File: src/rtl/tdc_event_builder_pkg.sv
// Shared definitions for the TDC event builder: error codes, FSM encoding,
// and the default widths shared with the TDC core.
package tdc_event_builder_pkg;

  localparam int NBINS_DEF    = 32;
  localparam int FINE_W_DEF   = 5;
  localparam int COARSE_W_DEF = 4;
  localparam int TS_W_DEF     = 16;

  localparam logic [1:0] ERR_OK    = 2'd0;
  localparam logic [1:0] ERR_RANGE = 2'd1;
  localparam logic [1:0] ERR_COVF  = 2'd2;

  typedef enum logic [1:0] {
    ST_IDLE    = 2'd0,
    ST_ARMED   = 2'd1,
    ST_SETTLE  = 2'd2,
    ST_CAPTURE = 2'd3
  } state_t;

endpackage

File: src/rtl/tdc_event_builder_fifo.sv
// First-word-fall-through event FIFO; a push while full is ignored unless a
// pop frees the slot in the same cycle.
module tdc_event_builder_fifo #(
  parameter int DEPTH = 4,
  parameter int DW    = 8
) (
  input  logic          clk,
  input  logic          rst_n,
  input  logic          push,
  input  logic [DW-1:0] din,
  input  logic          pop,
  output logic [DW-1:0] dout,
  output logic          full,
  output logic          empty
);

  localparam int AW = $clog2(DEPTH);

  logic [DW-1:0] mem [DEPTH];
  logic [AW-1:0] wr_ptr, rd_ptr;
  logic [AW:0]   cnt;
  logic          wr_en, rd_en;

  assign full  = (cnt == (AW+1)'(DEPTH));
  assign empty = (cnt == '0);
  assign rd_en = pop && !empty;
  assign wr_en = push && (!full || rd_en);

  always_ff @(posedge clk) begin
    if (wr_en) mem[wr_ptr] <= din;
  end

  always_ff @(posedge clk) begin
    if (!rst_n) begin
      wr_ptr <= '0;
      rd_ptr <= '0;
      cnt    <= '0;
    end else begin
      if (wr_en) wr_ptr <= wr_ptr + 1'b1;
      if (rd_en) rd_ptr <= rd_ptr + 1'b1;
      case ({wr_en, rd_en})
        2'b10:   cnt <= cnt + 1'b1;
        2'b01:   cnt <= cnt - 1'b1;
        default: cnt <= cnt;
      endcase
    end
  end

  // Head is masked while empty so a drained or reset FIFO presents zeros.
  assign dout = empty ? '0 : mem[rd_ptr];

endmodule

File: src/rtl/tdc_event_builder.sv
// Builds pulse-width events from TDC bins once each hit pulse has ended and
// queues them for valid/ready readout.
//   state      | meaning
//   ST_IDLE    | waiting for a synced rising edge of hit
//   ST_ARMED   | pulse high, counting its length in clocks
//   ST_SETTLE  | pulse ended, waiting for TDC outputs to settle
//   ST_CAPTURE | compute width/error and push the event
module tdc_event_builder
  import tdc_event_builder_pkg::*;
#(
  parameter int NBINS    = NBINS_DEF,
  parameter int FINE_W   = FINE_W_DEF,
  parameter int COARSE_W = COARSE_W_DEF,
  parameter int SETTLE   = 2,
  parameter int TS_W     = TS_W_DEF,
  parameter int DEPTH    = 4
) (
  input  logic                       clk,
  input  logic                       rst_n,
  input  logic                       hit,
  input  logic [FINE_W-1:0]          bin_out_start,
  input  logic [FINE_W-1:0]          bin_out_stop,
  input  logic [COARSE_W-1:0]        out_count,
  input  logic                       clr_stat,
  output logic                       ev_valid,
  input  logic                       ev_ready,
  output logic [COARSE_W+FINE_W-1:0] ev_width,
  output logic [TS_W-1:0]            ev_ts,
  output logic [1:0]                 ev_err,
  output logic [1:0]                 stat,
  output logic [7:0]                 drop_cnt
);

  localparam int W  = COARSE_W + FINE_W;
  localparam int DW = 2 + TS_W + W;
  localparam int SW = $clog2(SETTLE + 1);
  localparam logic [COARSE_W:0] LEN_SAT = {1'b1, {COARSE_W{1'b0}}};
  localparam logic [FINE_W:0]   NBINS_V = (FINE_W+1)'(NBINS);

  logic hit_m, hit_s, hit_d, rise, fall;
  always_ff @(posedge clk) begin
    if (!rst_n) {hit_m, hit_s, hit_d} <= '0;
    else        {hit_m, hit_s, hit_d} <= {hit, hit_m, hit_s};
  end
  assign rise = hit_s && !hit_d;
  assign fall = !hit_s && hit_d;

  logic [TS_W-1:0] ts_cnt;
  always_ff @(posedge clk) begin
    if (!rst_n) ts_cnt <= '0;
    else        ts_cnt <= ts_cnt + 1'b1;
  end

  state_t state, state_nxt;
  logic [SW-1:0]       settle_cnt;
  logic [COARSE_W:0]   len_cnt;
  logic [TS_W-1:0]     ts_cap;
  logic [FINE_W-1:0]   start_q, stop_q;
  logic [COARSE_W-1:0] cnt_q;

  always_ff @(posedge clk) begin
    if (!rst_n) state <= ST_IDLE;
    else        state <= state_nxt;
  end

  always_comb begin
    state_nxt = state;
    case (state)
      ST_IDLE:    if (rise) state_nxt = ST_ARMED;
      ST_ARMED:   if (fall) state_nxt = ST_SETTLE;
      ST_SETTLE:  if (settle_cnt == SW'(1)) state_nxt = ST_CAPTURE;
      ST_CAPTURE: state_nxt = ST_IDLE;
      default:    state_nxt = ST_IDLE;
    endcase
  end

  always_ff @(posedge clk) begin
    if (!rst_n) begin
      settle_cnt <= '0;
      len_cnt    <= '0;
      ts_cap     <= '0;
      start_q    <= '0;
      stop_q     <= '0;
      cnt_q      <= '0;
    end else begin
      case (state)
        ST_IDLE: if (rise) begin
          ts_cap  <= ts_cnt;
          len_cnt <= '0;
        end
        ST_ARMED: begin
          if (len_cnt != LEN_SAT) len_cnt <= len_cnt + 1'b1;
          if (fall) settle_cnt <= SW'(SETTLE);
        end
        ST_SETTLE: begin
          settle_cnt <= settle_cnt - 1'b1;
          if (settle_cnt == SW'(1)) begin
            start_q <= bin_out_start;
            stop_q  <= bin_out_stop;
            cnt_q   <= out_count;
          end
        end
        default: ;
      endcase
    end
  end

  // One extra bit so a stop bin earlier than the start bin shows as negative.
  logic [W:0]   diff;
  logic [W-1:0] width_c;
  logic [1:0]   err_c;
  logic         range_bad;
  assign diff = (W+1)'(cnt_q) * (W+1)'(NBINS) + (W+1)'(stop_q) - (W+1)'(start_q);
  assign range_bad = ({1'b0, start_q} >= NBINS_V) || ({1'b0, stop_q} >= NBINS_V);

  always_comb begin
    width_c = diff[W-1:0];
    err_c   = ERR_OK;
    if (range_bad || diff[W]) begin
      width_c = '0;
      err_c   = ERR_RANGE;
    end else if (len_cnt == LEN_SAT) begin
      width_c = '1;
      err_c   = ERR_COVF;
    end
  end

  logic push, pop, full, empty, drop, pileup;
  assign push   = (state == ST_CAPTURE);
  assign pop    = ev_valid && ev_ready;
  assign drop   = push && full && !pop;
  assign pileup = rise && (state == ST_SETTLE || state == ST_CAPTURE);

  tdc_event_builder_fifo #(.DEPTH(DEPTH), .DW(DW)) u_fifo (
    .clk   (clk),
    .rst_n (rst_n),
    .push  (push),
    .din   ({err_c, ts_cap, width_c}),
    .pop   (pop),
    .dout  ({ev_err, ev_ts, ev_width}),
    .full  (full),
    .empty (empty)
  );
  assign ev_valid = !empty;

  // A set in the same cycle as clr_stat wins over the clear.
  always_ff @(posedge clk) begin
    if (!rst_n) begin
      stat     <= '0;
      drop_cnt <= '0;
    end else begin
      if (pileup)        stat[1] <= 1'b1;
      else if (clr_stat) stat[1] <= 1'b0;
      if (drop)          stat[0] <= 1'b1;
      else if (clr_stat) stat[0] <= 1'b0;
      if (clr_stat)      drop_cnt <= drop ? 8'd1 : 8'd0;
      else if (drop && drop_cnt != 8'hFF) drop_cnt <= drop_cnt + 1'b1;
    end
  end

endmodule

File: config.mk
export PLATFORM = sky130hd
export DESIGN_NAME = tdc_event_builder
export DESIGN_NICKNAME = d
export VERILOG_FILES = /design/src/rtl/tdc_event_builder_pkg.sv /design/src/rtl/tdc_event_builder_fifo.sv /design/src/rtl/tdc_event_builder.sv
export SDC_FILE = /design/constraint.sdc
export NUM_CORES = 1
export LEC_CHECK = 0
export ABC_AREA = 1
export ABC_CLOCK_PERIOD_IN_PS = 2950
export CAP_MARGIN = 15
export CORE_MARGIN = 2
export CORE_UTILIZATION = 60
export CTS_BUF_LIST = sky130_fd_sc_hd__clkbuf_4 sky130_fd_sc_hd__clkbuf_8
export DETAILED_ROUTE_END_ITERATION = 10
export GPL_TIMING_DRIVEN = 0
export PLACE_DENSITY = 0.81
export RECOVER_POWER = 25
export SYNTH_ARGS = -nofsm -noshare
export SYNTH_HDL_FRONTEND = slang
export SYNTH_SLANG_ARGS = --single-unit
File: constraint.sdc
create_clock -name clk -period 2.95 [get_ports clk]
set_input_delay 0.4425 -clock clk [delete_from_list [all_inputs] [get_ports clk]]
set_output_delay 0.4425 -clock clk [all_outputs]
set_load 0.02 [all_outputs]
== Word-level counts from Yosys, hierarchy flattened ==
Memories as Yosys holds them, arrays and structs flattened. A register that Yosys moved wholly into a read port is not among the register bits.
Index checks and enable logic that the tools add are counted.

* $add $sub $neg: 10
* Eq/ne operators: 14
* Mux-type cells: 24
* Reductions and logical operators: 29

{| class="wikitable"
|+ Operators with widths
! operator !! number
|-
| 27-bit two-way mux || 1
|-
| 9-bit two-way mux || 2
|-
| 16-bit by 1-bit adder with 16-bit output, second input constant || 1
|-
| 8-bit two-way mux || 2
|-
| 2-bit two-way mux || 7
|-
| 2-bit nonzero test || 6
|-
| 9-bit by 5-bit adder with 10-bit output || 1
|-
| 5-bit two-way mux || 2
|-
| 5-bit case mux with 2 select lines || 1
|-
| 10-bit by 5-bit subtractor with 10-bit output || 1
|-
| 1-bit logical AND || 9
|-
| 8-bit by 1-bit adder with 8-bit output, second input constant || 1
|-
| 2-bit != test, second input constant || 4
|-
| 8-bit != test, second input constant || 1
|-
| 2-bit case mux with 4 select lines || 1
|-
| 2-bit by 1-bit equality test with 1-bit output, second input constant || 3
|-
| 2-bit equality test, second input constant || 3
|-
| 1-bit two-way mux || 6
|-
| 3-bit case mux with 2 select lines || 1
|-
| 2-bit AND reduction || 3
|-
| 3-bit AND reduction || 2
|-
| 5-bit by 1-bit adder with 5-bit output, second input constant || 1
|-
| 5-bit equality test, second input constant || 1
|-
| 1-bit logical NOT || 5
|-
| other kinds (10) || 12
|}

* Bits in registers: 75
* Memory bits (writable): 108
* Input bits: 19
* Logic and storage cells: 95
* Memories: 1

{| class="wikitable"
|+ Memories
! name !! words !! width !! read ports !! clocked after memory_dff !! wr ports !! RTL line !! text
|-
| u_fifo.mem || 4 || 27 || 1 || 1 || 1 || tdc_event_builder_fifo.sv:19 || <nowiki>logic [DW-1:0] mem [DEPTH];</nowiki>
|}

== Longest topological paths before layout ==
* Word-level depth: 8
* Gate-level depth with buffers: 11
* Mapped depth without buffers: 11

== Hierarchy ==
A second synthesis with hierarchy kept.

* Cells, all modules: 869
* Area total of the unflattened synthesis: 8082.8 µm²

{| class="wikitable"
|+ Modules (own cells, without submodules)
! module !! instances !! cells an instance !! area an instance (µm²)
|-
| tdc_event_builder_fifo || 1 || 391 || 4712.0
|-
| tdc_event_builder || 1 || 478 || 3370.7
|}

== Worst setup path before layout ==
OpenSTA, ideal clock, no wires.

* Path type: input to register
* From: input ev_ready
* To: memory u_fifo.mem[0][0] (netlist bit) (enable)
* Setup time: 411 ps
* Arrival: 1848 ps
* Data required time: 2539 ps
* Slack: 691 ps
* Stages on the path: 4
* Path buffers: 0
* Path through: nor2_1 -> nand2_1 -> nand2_1 -> nor2_1

* Word-level cells in the longest chain between the ends: 6

{| class="wikitable"
|+ Ends and longest elaborated chain
! what !! RTL line !! text
|-
| start, declared || tdc_event_builder.sv:26 || <nowiki>input logic ev_ready,</nowiki>
|-
| 1-bit logical AND || tdc_event_builder.sv:130 || <nowiki>assign pop = ev_valid && ev_ready;</nowiki>
|-
| 1-bit logical AND || tdc_event_builder_fifo.sv:26 || <nowiki>assign rd_en = pop && !empty;</nowiki>
|-
| 1-bit logical OR || tdc_event_builder_fifo.sv:27 || <nowiki>assign wr_en = push && (!full || rd_en);</nowiki>
|-
| 1-bit logical AND || tdc_event_builder_fifo.sv:27 ||
|-
| 1-bit two-way mux || tdc_event_builder_fifo.sv:30 || <nowiki>if (wr_en) mem[wr_ptr] <= din;</nowiki>
|-
| 1-bit two-way mux (not written as such) || tdc_event_builder_fifo.sv:30 ||
|-
| end, declared || tdc_event_builder_fifo.sv:19 ||
|}

Every way passes these cells.

==> impl_table.tex <==
\begin{tabular}{lr}
\hline
Metric & Value \\
\hline
\multicolumn{2}{l}{\textbf{STA}} \\
\quad Fmax & approximately 0.35 GHz \\
\quad Headroom to the max-slew limit & 38.9\% \\
\quad Transition at the pin with the smallest max-transition slack & 914 ps \\
\quad Pins over their slew limit & 0 \\
\quad Final clock period utilization by the worst path & 97.0\% \\
\quad RSZ-0062 raised after global routing & true \\
\quad Worst hold slack & 401 ps \\
\quad Final Hold Fails & 0 \\
\quad Final number of setup-violating endpoints & 0 \\
\quad Post-Route Skew & 13.4 ps \\
\quad Clock period minus worst slack & approximately 2900 ps \\
\multicolumn{2}{l}{\textbf{Floorplan}} \\
\quad Die extent in y & 119 um \\
\quad Initial cell density of the core & 60.8\% \\
\quad Count of pins on the block boundary & between 50 and 60 \\
\quad Die width & 119 um \\
\quad Core Region & 13,100 um2 \\
\quad Die Area & around 14,000 um2 \\
\quad Standard-cell row count & 42 \\
\multicolumn{2}{l}{\textbf{Worst setup path}} \\
\quad Startpoint type of the worst setup path & register \\
\quad Delay contributed by the slowest stage of the critical path & around 630 ps \\
\quad Crit-path cells & buf\_2 > inv\_2 > clkbuf\_2 > o21ai\_0 > a21oi\_1 > clkdlybuf4s50\_1 \\
\quad WP data arrival & 2420 ps \\
\quad Class of the most critical setup path & reg -> out \\
\quad Critical path buffers and inverters & 4 \\
\quad Required time of the critical path & 2510 ps \\
\quad Kind of cell adding the most delay to the critical path & buffers and inverters \\
\quad Worst Setup End Kind & primary output \\
\quad Maximum net fanout on the critical path & 10 \\
\quad Slowest stage cell on the critical path & clkdlybuf4s50\_1 \\
\multicolumn{2}{l}{\textbf{Global routing}} \\
\quad Vias in the first global route & 5,732 \\
\quad First-pass GRT wire length & roughly 27 mm \\
\quad Global Route Usage Sum & 24.7\% \\
\quad GRT overflow & 0 \\
\quad Maximum number of pins on one net before global-route repair & 28 \\
\quad Antenna violations before repair & 0 \\
\multicolumn{2}{l}{\textbf{CTS}} \\
\quad Post-CTS clock slew at the launch and capture registers of the worst setup and hold paths & 90 ps \\
\quad Clk sink count & 185 \\
\quad Clock latency on the worst-skew pair & between 400 and 500 ps \\
\quad CTS root buffer & clkbuf\_8 \\
\quad \# H-tree levels & 4 \\
\quad Maximum count of clock buffers along a single path & 2 \\
\quad Setup bufs post-CTS & 0 \\
\quad Cts bufs inserted & 17 \\
\quad CTS tree & built \\
\multicolumn{2}{l}{\textbf{Status}} \\
\quad Outcome & finished clean \\
\multicolumn{2}{l}{\textbf{Yosys}} \\
\quad Average cell area after synthesis & approximately 9.4 um2 \\
\quad Number of warning messages in the yosys log & 0 \\
\quad Number of storage elements in the synthesis netlist & approximately 190 \\
\quad Total nets after synthesis & 890 \\
\quad Commonest register cell after synthesis & edfxtp\_1 \\
\quad Share of async-settable or async-resettable flops after synthesis & 0\% \\
\quad Count of distinct cell types in the synthesized netlist & 38 \\
\quad Count of flip-flops with a built-in enable after synthesis & 108 \\
\quad Cell area after technology mapping & 7960 um2 \\
\quad Cell count after synthesis & between 800 and 900 \\
\quad Share of the yosys chip area belonging to registers & 60.1\% \\
\quad Biggest area contributors in the synthesized netlist & edfxtp\_1, dfxtp\_1, nor2\_1 \\
\quad Proportion of netlist area held by the largest area contributor & 40.7\% \\
\quad Leading area contributor after synthesis & edfxtp\_1 \\
\multicolumn{2}{l}{\textbf{Routing}} \\
\quad Wl on met1 & about 7.3 mm \\
\quad Top metal layer carrying routed signals & met4 \\
\quad DR WL met3 & 861 um \\
\quad Remaining number of nets flagged by the antenna check after routing & 0 \\
\quad Detailed Route WL & 16.8 mm \\
\quad Pre-Repair DR Iteration Count & 5 \\
\quad Drt via density & 5.38 \\
\quad DRC violations left & 0 \\
\quad Number of DRC markers after the initial detailed-route iteration & roughly 560 \\
\quad Via total after detailed routing & 5,988 \\
\quad Sum of met2 wire segment lengths after detailed routing & 8.21 mm \\
\quad DR WL/cell & between 15 and 20 um \\
\multicolumn{2}{l}{\textbf{Power}} \\
\quad Peak ir drop on the vdd network & $\sim$0.31 mV \\
\quad Total power density per cell area & roughly 670 nW/um2 \\
\quad LEAKAGE & 3.63 nW \\
\multicolumn{2}{l}{\textbf{Placement}} \\
\quad Estimated wirelength of the detail-placed design & 11.1 mm \\
\quad Total placed instance area & 8760 um2 \\
\quad Final Wtd Congestion & approximately 0.88 \\
\quad Number of port buffers & 55 \\
\multicolumn{2}{l}{\textbf{Worst hold path}} \\
\quad Worst hold path type & in -> reg \\
\multicolumn{2}{l}{\textbf{Cells and area}} \\
\quad Cell area after layout & 9200 um2 \\
\quad Leading cell type in the layout, fill and taps excluded & nor2\_1 \\
\quad Ratio of cells with drive above 1 in the final layout & under 10\% \\
\quad Signed area change from the synthesized netlist to the final layout & 15.5\% \\
\quad Diode count & 0 \\
\quad Number of nets in the layout & 964 \\
\quad Leading cell types in the layout, fill and taps excluded & nor2\_1, edfxtp\_1, nand2\_1 \\
\multicolumn{2}{l}{\textbf{Flow run}} \\
\quad Max cap viols & 0 \\
\hline
\end{tabular}
## per-stage QoR
| stage | total power [mW] | setup TNS [ps] | cells | setup WS (ps) | utilization [%] |
|---|---|---|---|---|---|
| after floorplan | 3.98 | 0 | 849 | 691 | - |
| after global placement | 4.46 | -70980 | 1080 | -706 | 66.7 |
| after detailed placement | 4.51 | 0 | 1080 | 175 | 67.0 |
| after CTS | 6.15 | 0 | 1112 | 9.65 | 70.0 |
| after global routing | 6.44 | -21.2 | 1112 | -17.9 | 70.3 |
| final | 6.16 | 0 | 1112 | 89.2 | 70.3 |
## area by class of cell
cell class / instances / area [um2]
fillers: 925 / 3890
clock buffers: 19 / 255
inverters: 78 / 293
plain buffers: 32 / 165
repair buffers: 55 / 587
flip-flops and latches: 185 / 4780
well taps: 176 / 220
clock inverters: 13 / 144
multi-input cells: 554 / 2750
## cells in the mapped netlist (all sizes together) (2+ instances only)
| master | instances |
|---|---|
| xnor2 | 2 |
| nand3 | 39 |
| clkbuf | 12 |
| ha | 20 |
| inv | 77 |
| nor2 | 179 |
| nor3 | 10 |
| a31oi | 2 |
| xor2 | 4 |
| nand4 | 5 |
| nand2 | 103 |
| a21oi | 86 |
| o21ai | 93 |
| edfxtp | 108 |
| or2 | 4 |
| fa | 2 |
| dfxtp | 77 |
| buf | 20 |
## worst min-delay path, cell delays in order
cell and delay, ps:
clkbuf_1 210, o21ai_0 130, a21oi_1 50
## what timing repair did
action / 4_1_cts / 5_1_grt
hold buffers: 0 / 0
gates cloned: 0 / 0
resized for setup: 2 / 19
endpoints found under the setup margin: 10 / 20
## kinds of logic after synthesis
family / share of synthesized area (%)
AOI/OAI and AO/OA: 11.7
xor gates and xnor gates: 0.660
adders and majority gates: 3.65
buffers and inverters: 5.69
DFF: 60.1
and+or+nand+nor: 18.2
## flip-flops by register name (all words and copies together), names as in the netlist, 3 cells and up, named ones only
register / flops
cnt_q: 4
drop_cnt: 8
len_cnt: 5
start_q: 5
stop_q: 5
ts_cap: 16
ts_cnt: 16
u_fifo.cnt: 3
u_fifo.mem: 108
## where the power goes
part           switching [mW]  leakage [nW]  internal [mW]
combinational           0.998          1.81          0.499
clock                   0.907         0.193          0.790
sequential             0.0565          1.63           2.91
## worst paths after layout
check	startpoint	to	slack, ps	cells after the start
setup / recovery	register	ev_width[7]	90	6
hold / removal	rst_n	stop_q[0]$_SDFFE_PN0P_	400	3
setup reg to reg	u_fifo.cnt[2]$_SDFFE_PN0P_	u_fifo.cnt[2]$_SDFFE_PN0P_	660	11
hold reg to reg	hit_m$_SDFF_PN0_	hit_s$_SDFF_PN0_	420	2
## layer usage
layer | vias up | global-route usage [%]
li1 | 2983 | -
met4 | 0 | 9.75
met1 | 2801 | 30.8
met5 | - | 0
met3 | 33 | 5.36
met2 | 171 | 42.1
Power figures use the tool's default switching activity.
